File: src/rtl/experiment_emulator.sv
// Hardware-in-the-loop plant emulator driving the experiment-side inputs of fsm_experiment_phase.
// Optional macro EXPERIMENT_EMULATOR_PHASE_JITTER_EN adds 0..3 cycles of LFSR jitter per phase half-period.

module experiment_emulator #(
    parameter int PHASE_HALF       = 120,
    parameter int FG_PERIOD        = 2_000_000,
    parameter int FG_OPTO_LEN      = 200,
    parameter int FG_OPEN_DELAY    = 80_000,
    parameter int FG_OPEN_LEN      = 400_000,
    parameter int WIRE_DELAY       = 400,
    parameter int WIRE_LEN         = 200,
    parameter int DETECTOR_PROLONG = 1_280_000,
    parameter int CNT_W            = 32
) (
    input  logic       clock,
    input  logic       reset_signal,
    input  logic       enable,
    input  logic       detonator_triggered,
    input  logic       output_trigger,
    output logic       phase,
    output logic       fg_opto,
    output logic       fg_open,
    output logic       wire_sensor,
    output logic       detector_ready,
    output logic [2:0] emu_state,
    output logic       err_retrigger,
    output logic       err_overrun
);

    typedef enum logic [2:0] {
        S_IDLE  = 3'd0,
        S_WAIT  = 3'd1,
        S_PULSE = 3'd2,
        S_DONE  = 3'd3
    } wire_state_t;

    localparam longint CNT_MAX      = (longint'(1) << CNT_W) - 1;
    localparam longint OPEN_END_RAW = longint'(FG_OPEN_DELAY) + longint'(FG_OPEN_LEN);
    // The open window never extends past the wrap, so its end is clamped to the period.
    localparam longint OPEN_END     = (OPEN_END_RAW > longint'(FG_PERIOD)) ? longint'(FG_PERIOD) : OPEN_END_RAW;

    localparam logic [CNT_W-1:0] ONE             = CNT_W'(1);
    localparam logic [CNT_W-1:0] PHASE_LAST      = CNT_W'(PHASE_HALF - 1);
    localparam logic [CNT_W-1:0] FG_LAST         = CNT_W'(FG_PERIOD - 1);
    localparam logic [CNT_W-1:0] OPTO_END        = CNT_W'(FG_OPTO_LEN);
    localparam logic [CNT_W-1:0] OPEN_START      = CNT_W'(FG_OPEN_DELAY);
    localparam logic [CNT_W-1:0] OPEN_STOP       = CNT_W'(OPEN_END);
    localparam logic [CNT_W-1:0] WIRE_WAIT_LAST  = CNT_W'(WIRE_DELAY - 1);
    localparam logic [CNT_W-1:0] WIRE_PULSE_LAST = CNT_W'(WIRE_LEN - 1);
    localparam logic [CNT_W-1:0] DET_LAST        = CNT_W'(DETECTOR_PROLONG - 1);

    generate
        if (CNT_W < 1 || CNT_W > 62) begin : g_bad_width
            $error("experiment_emulator: CNT_W must be in 1..62");
        end
        if (PHASE_HALF < 1 || FG_PERIOD < 1 || FG_OPTO_LEN < 0 || FG_OPEN_DELAY < 0 || FG_OPEN_LEN < 0 ||
            WIRE_DELAY < 1 || WIRE_LEN < 1 || DETECTOR_PROLONG < 1) begin : g_bad_range
            $error("experiment_emulator: timing parameter out of range");
        end
        if (longint'(PHASE_HALF) + 3 > CNT_MAX || longint'(FG_PERIOD) > CNT_MAX ||
            longint'(FG_OPTO_LEN) > CNT_MAX || longint'(FG_OPEN_DELAY) > CNT_MAX ||
            longint'(WIRE_DELAY) > CNT_MAX || longint'(WIRE_LEN) > CNT_MAX ||
            longint'(DETECTOR_PROLONG) > CNT_MAX) begin : g_bad_count
            $error("experiment_emulator: parameter exceeds 2^CNT_W-1");
        end
    endgenerate

    // enable=0 behaves like reset for every generator; only the sticky error flags survive it.
    logic hold;
    assign hold = reset_signal | ~enable;

    logic det_prev, trig_prev;
    logic det_edge, trig_edge;
    assign det_edge  = detonator_triggered & ~det_prev;
    assign trig_edge = output_trigger & ~trig_prev;

    always_ff @(posedge clock) begin
        // NOTE: sequential state uses non-blocking assignments so every flop sees pre-edge values.
        if (hold) begin
            det_prev  <= 1'b0;
            trig_prev <= 1'b0;
        end else begin
            det_prev  <= detonator_triggered;
            trig_prev <= output_trigger;
        end
    end

    logic [CNT_W-1:0] phase_cnt;
    logic [CNT_W-1:0] phase_limit;

`ifdef EXPERIMENT_EMULATOR_PHASE_JITTER_EN
    logic [15:0] lfsr;
    assign phase_limit = PHASE_LAST + CNT_W'(lfsr[1:0]);

    always_ff @(posedge clock) begin
        if (hold) begin
            lfsr <= 16'hACE1;
        end else if (phase_cnt == phase_limit) begin
            // Galois form of taps 16,14,13,11.
            lfsr <= {1'b0, lfsr[15:1]} ^ ({16{lfsr[0]}} & 16'hB400);
        end
    end
`else
    assign phase_limit = PHASE_LAST;
`endif

    always_ff @(posedge clock) begin
        if (hold) begin
            phase_cnt <= '0;
            phase     <= 1'b0;
        end else if (phase_cnt == phase_limit) begin
            phase_cnt <= '0;
            phase     <= ~phase;
        end else begin
            phase_cnt <= phase_cnt + ONE;
        end
    end

    logic [CNT_W-1:0] fg_cnt;

    always_ff @(posedge clock) begin
        if (hold) begin
            fg_cnt  <= '0;
            fg_opto <= 1'b0;
            fg_open <= 1'b0;
        end else begin
            fg_opto <= (fg_cnt < OPTO_END);
            fg_open <= (fg_cnt >= OPEN_START) && (fg_cnt < OPEN_STOP);
            fg_cnt  <= (fg_cnt == FG_LAST) ? '0 : fg_cnt + ONE;
        end
    end

    wire_state_t      state, state_next;
    logic [CNT_W-1:0] wire_cnt, wire_cnt_next;
    logic             wire_next;

    always_ff @(posedge clock) begin
        if (hold) begin
            state       <= S_IDLE;
            wire_cnt    <= '0;
            wire_sensor <= 1'b0;
        end else begin
            state       <= state_next;
            wire_cnt    <= wire_cnt_next;
            wire_sensor <= wire_next;
        end
    end

    always_comb begin
        // NOTE: every output of this block gets a default first, so no path can infer a latch.
        state_next    = state;
        wire_cnt_next = wire_cnt + ONE;
        wire_next     = wire_sensor;
        case (state)
            S_IDLE: begin
                wire_cnt_next = '0;
                if (det_edge) begin
                    if (WIRE_DELAY == 1) begin
                        state_next = S_PULSE;
                        wire_next  = 1'b1;
                    end else begin
                        // Counter holds cycles elapsed since the edge cycle.
                        state_next    = S_WAIT;
                        wire_cnt_next = ONE;
                    end
                end
            end
            S_WAIT: begin
                if (wire_cnt == WIRE_WAIT_LAST) begin
                    state_next    = S_PULSE;
                    wire_next     = 1'b1;
                    wire_cnt_next = '0;
                end
            end
            S_PULSE: begin
                if (wire_cnt == WIRE_PULSE_LAST) begin
                    state_next    = S_DONE;
                    wire_next     = 1'b0;
                    wire_cnt_next = '0;
                end
            end
            S_DONE: begin
                state_next    = S_IDLE;
                wire_cnt_next = '0;
            end
            default: begin
                state_next    = S_IDLE;
                wire_next     = 1'b0;
                wire_cnt_next = '0;
            end
        endcase
    end

    assign emu_state = state;

    logic [CNT_W-1:0] det_cnt;

    always_ff @(posedge clock) begin
        if (hold) begin
            detector_ready <= 1'b1;
            det_cnt        <= '0;
        end else if (detector_ready) begin
            if (trig_edge) begin
                detector_ready <= 1'b0;
                det_cnt        <= '0;
            end
        end else if (det_cnt == DET_LAST) begin
            detector_ready <= 1'b1;
            det_cnt        <= '0;
        end else begin
            det_cnt <= det_cnt + ONE;
        end
    end

    always_ff @(posedge clock) begin
        if (reset_signal) begin
            err_retrigger <= 1'b0;
            err_overrun   <= 1'b0;
        end else if (enable) begin
            if (det_edge && state != S_IDLE) err_retrigger <= 1'b1;
            if (trig_edge && !detector_ready) err_overrun <= 1'b1;
        end
    end

endmodule

File: config.mk
export PLATFORM = sky130hd
export DESIGN_NAME = experiment_emulator
export DESIGN_NICKNAME = d
export VERILOG_FILES = /design/src/rtl/experiment_emulator.sv
export SDC_FILE = /design/constraint.sdc
export NUM_CORES = 1
export LEC_CHECK = 0
export BUFFER_PORTS_ARGS = -buffer_cell sky130_fd_sc_hd__buf_2
export CAP_MARGIN = 5
export CORE_UTILIZATION = 40
export CTS_BUF_LIST = sky130_fd_sc_hd__clkbuf_8
export DETAILED_ROUTE_END_ITERATION = 16
export PLACE_DENSITY = 0.63
export SYNTH_ARGS = -nofsm -noshare
export SYNTH_HDL_FRONTEND = slang
export SYNTH_SLANG_ARGS = --single-unit
File: constraint.sdc
create_clock -name clock -period 3.3 [get_ports clock]
set_input_delay 0.33 -clock clock [delete_from_list [all_inputs] [get_ports clock]]
set_output_delay 0.33 -clock clock [all_outputs]
set_load 0.02 [all_outputs]
==> impl_metrics.csv <==
group,metric,value,unit
sta,drv_slew,0,
synth,syn_inst,812,
sta,skew,0.0113,ns
clock_network,clock-root-buffer,"clkbuf_8",
cells_and_area,diodes,0,
critical_path,cp_cell_sequence,"ha_1 > nand3_1 > nor4_2 > a31oi_1 > nand2_2 > o311ai_0",
critical_path,worstSetupStartpointType,"register",
global_route,grt_overflow,0,
critical_path,cpPeakStageDelay,0.65,ns
placed_design,placed_cells,1012,
clock_network,htreeDepth,4,
global_route,grt_util_all_layers,16.5,%
power_and_ir_drop,power,3.15,mW
clock_network,numClockSinks,139,
global_route,first_global_vias,5017,
critical_path,crit_type,"reg2reg",
drt,drtIter0Drc,374,
cells_and_area,synthToLayoutAreaGrowth,8.65,%
sta,setup_violations,0,
clock_network,clk_latency,0.45,ns
clock_network,post-cts-setup-buffers,0,
cells_and_area,fill_cells,1690,
status,status,"completed",
placed_design,gp_congestion,0.790,
synth,syn-num-nets,826,
cells_and_area,layout-drive-gt1-share,8.99,%
drt,dr.pass1.iters,5,
floorplan,start_util,41.2,%
cells_and_area,mostFrequentLayoutCells,"dfxtp_1 (139), nor2_1 (132), nand2_1 (63)",
cells_and_area,final_common_cell,"dfxtp_1",
worst_hold_path,hold_class,"in2reg",
global_route,grt_pass1_wl,24.0,mm
cells_and_area,design_area,7480,um^2
global_route,antenna_found_initial,0,
critical_path,critPathMaxFanout,16,
sta,setup_tns,0,ns
floorplan,dieArea,17700,um^2
cells_and_area,nets,825,
global_route,grt_max_degree,40,
synth,ys.flop_type,"dfxtp_1",
power_and_ir_drop,leakagePower,2.50,nW
drt,wire_per_inst,13.6,um
power_and_ir_drop,max-vdd-ir-drop,0.263,mV
sta,worst_slew_pin_slew,0.842,ns
placed_design,port_buffers,13,
sta,rsz0062_at_grt,"false",
critical_path,regToRegSetupSlack,0.83,ns
drt,final_antenna_net_count,0,
synth,ys_ff_latch,139,
critical_path,required,3.64,ns
sta,post-route-period-util,74.9,%
sta,fmaxAchievable,404,MHz
clock_network,cts_hold_buf,0,
floorplan,io_pins,15,
synth,syn_area_per_cell,8.48,um^2
worst_hold_path,min_path_cells,2,
clock_network,postCtsResizedCells,0,
synth,yosysWarnings,0,
placed_design,dpl-instance-area,7100,um^2
cells_and_area,final_cells,1043,
sta,fin_crit,2.47,ns
floorplan,die_height,133,um
clock_network,clk_pin_slew_worst_paths,0.08,ns
drt,wirelength,14.2,mm
sta,hold_slack,0.0878,ns
critical_path,cp.arrival,2.82,ns
critical_path,r2r_end,"det_cnt[10]$_SDFFE_PP0P_",
sta,hold_viol,0,
floorplan,die_x,133,um
synth,syn-cell-area,6890,um^2
drt,viasPerCell,5.44,
critical_path,rr_startpoint,"det_cnt[0]$_SDFFE_PP0P_",
placed_design,dp_hpwl,9.38,mm
synth,synth_edf_count,0,
job,maxCapViolCount,0,
critical_path,critPathSlowestCell,"a31oi_1",
worst_hold_path,hold_end,"det_prev$_SDFF_PP0_",
synth,seq_area_frac_synth,40.4,%
floorplan,core-area,16700,um^2
critical_path,worst_setup_path_end_kind,"register",
floorplan,rows,47,
sta,relSlewSlack,43.3,%
synth,async_flop_share,0,%
critical_path,rr_worst_depth,6,
power_and_ir_drop,power_density,421,nW/um^2
drt,vias,5672,
clock_network,cts_buffers,17,
drt,post-route-drc-count,0,
worst_hold_path,hp-start,"detonator_triggered",
clock_network,cts_tree,"built",
synth,ys_types,56,
clock_network,clockBufferDepth,2,
-- stage by stage --
| step | setup WS [ns] | util, % |
|---|---|---|
| 2_1_floorplan | 1.38 | - |
| 3_3_place_gp | 0.948 | 42.5 |
| 3_5_place_dp | 0.807 | 42.5 |
| 4_1_cts | 0.814 | 44.8 |
| 5_1_grt | 0.639 | 44.8 |
| 6_report | 0.828 | 44.8 |
-- cell usage after synthesis, types with 3 or more instances --
master	n	area, um^2
dfxtp_1	139	2780
nor2_1	132	495
nand2_1	63	236
nand3_1	59	295
xor2_1	49	429
nand4_1	47	294
xnor2_1	47	412
nor4_1	33	206
nor3_1	23	115
and3_1	20	125
buf_2	20	100
clkbuf_1	16	60.1
inv_1	15	56.3
a31oi_1	11	68.8
and4_1	10	87.6
o21ai_0	10	50.1
and2_1	9	56.3
ha_1	9	113
or4_1	8	60.1
a21oi_1	7	35.0
a221o_1	5	50.1
nand3b_1	5	37.5
nor4_2	5	62.6
nor4_4	5	106
o2111a_1	5	56.3
o31ai_1	5	37.5
a22oi_1	4	30.0
mux2i_1	4	40.0
nand2b_1	4	25.0
o311ai_0	4	35.0
o41ai_1	4	35.0
or2_2	4	25.0
nor2b_1	3	18.8
o21ai_1	3	15.0
-- how the worst max path moves through the flow --
stage,startpoint,endpoint
2_1_floorplan,det_cnt[0]$_SDFFE_PP0P_,det_cnt[14]$_SDFFE_PP0P_
3_3_place_gp,det_cnt[0]$_SDFFE_PP0P_,det_cnt[28]$_SDFFE_PP0P_
3_5_place_dp,det_cnt[0]$_SDFFE_PP0P_,det_cnt[28]$_SDFFE_PP0P_
4_1_cts,det_cnt[0]$_SDFFE_PP0P_,det_cnt[30]$_SDFFE_PP0P_
5_1_grt,det_cnt[0]$_SDFFE_PP0P_,det_cnt[10]$_SDFFE_PP0P_
6_report,det_cnt[0]$_SDFFE_PP0P_,det_cnt[10]$_SDFFE_PP0P_
-- critical path: cells and delay by family, from the launching register on --
| family | cells | cell delay (ns) |
|---|---|---|
| and+or+nand+nor | 3 | 0.71 |
| DFF | 1 | 0.35 |
| adders and majority gates | 1 | 0.24 |
| AOI/OAI and AO/OA | 2 | 1.04 |
-- layer usage --
layer | global-route usage, % | up-vias | share of wire, %
li1 | - | 2908 | -
met1 | 22.5 | 2669 | 51
met2 | 25.6 | 86 | 45
met3 | 4.07 | 9 | 3.6
met4 | 5.11 | 0 | 1.0
met5 | 0 | - | 0
-- area by class of cell --
| type | instances | area (um^2) | area share [%] |
|---|---|---|---|
| Multi-Input combinational cell | 619 | 3870 | 51.8 |
| Inverter | 15 | 56.3 | 0.753 |
| Sequential cell | 139 | 2780 | 37.2 |
| Clock inverter | 14 | 148 | 1.97 |
| Clock buffer | 17 | 234 | 3.13 |
| Tap cell | 220 | 275 | 3.68 |
| Timing Repair Buffer | 19 | 110 | 1.47 |
-- power by group --
part / switching (mW) / internal, mW
Clock: 0.691 / 0.670
Combinational: 0.0676 / 0.0255
Sequential: 0.00880 / 1.68
-- cells by family (layout without fill, tap and decap cells) --
logic type	count (synthesis)	in the layout	share of synthesized area [%]
AND/OR/NAND/NOR	441	441	34.3
flip-flops	139	139	40.4
XOR/XNOR	96	96	12.2
AO/OA/AOI/OAI	68	68	7.34
buffers and inverters	54	65	3.47
adder cells (fa/ha/maj)	9	9	1.64
multiplexers	4	4	0.582
other	1	1	0.0545
-- sequential cells by signal, summed over array words and instances, names as in the netlist --
name and cells:
wire_cnt 32, det_cnt 32, wire_sensor 1, err_overrun 1, trig_prev 1, fg_cnt 32
fg_opto 1, phase_cnt 32, det_prev 1, fg_open 1, phase 1, detector_ready 1
emu_state 2, err_retrigger 1
No activity file was read; power rests on OpenSTA's default activity.
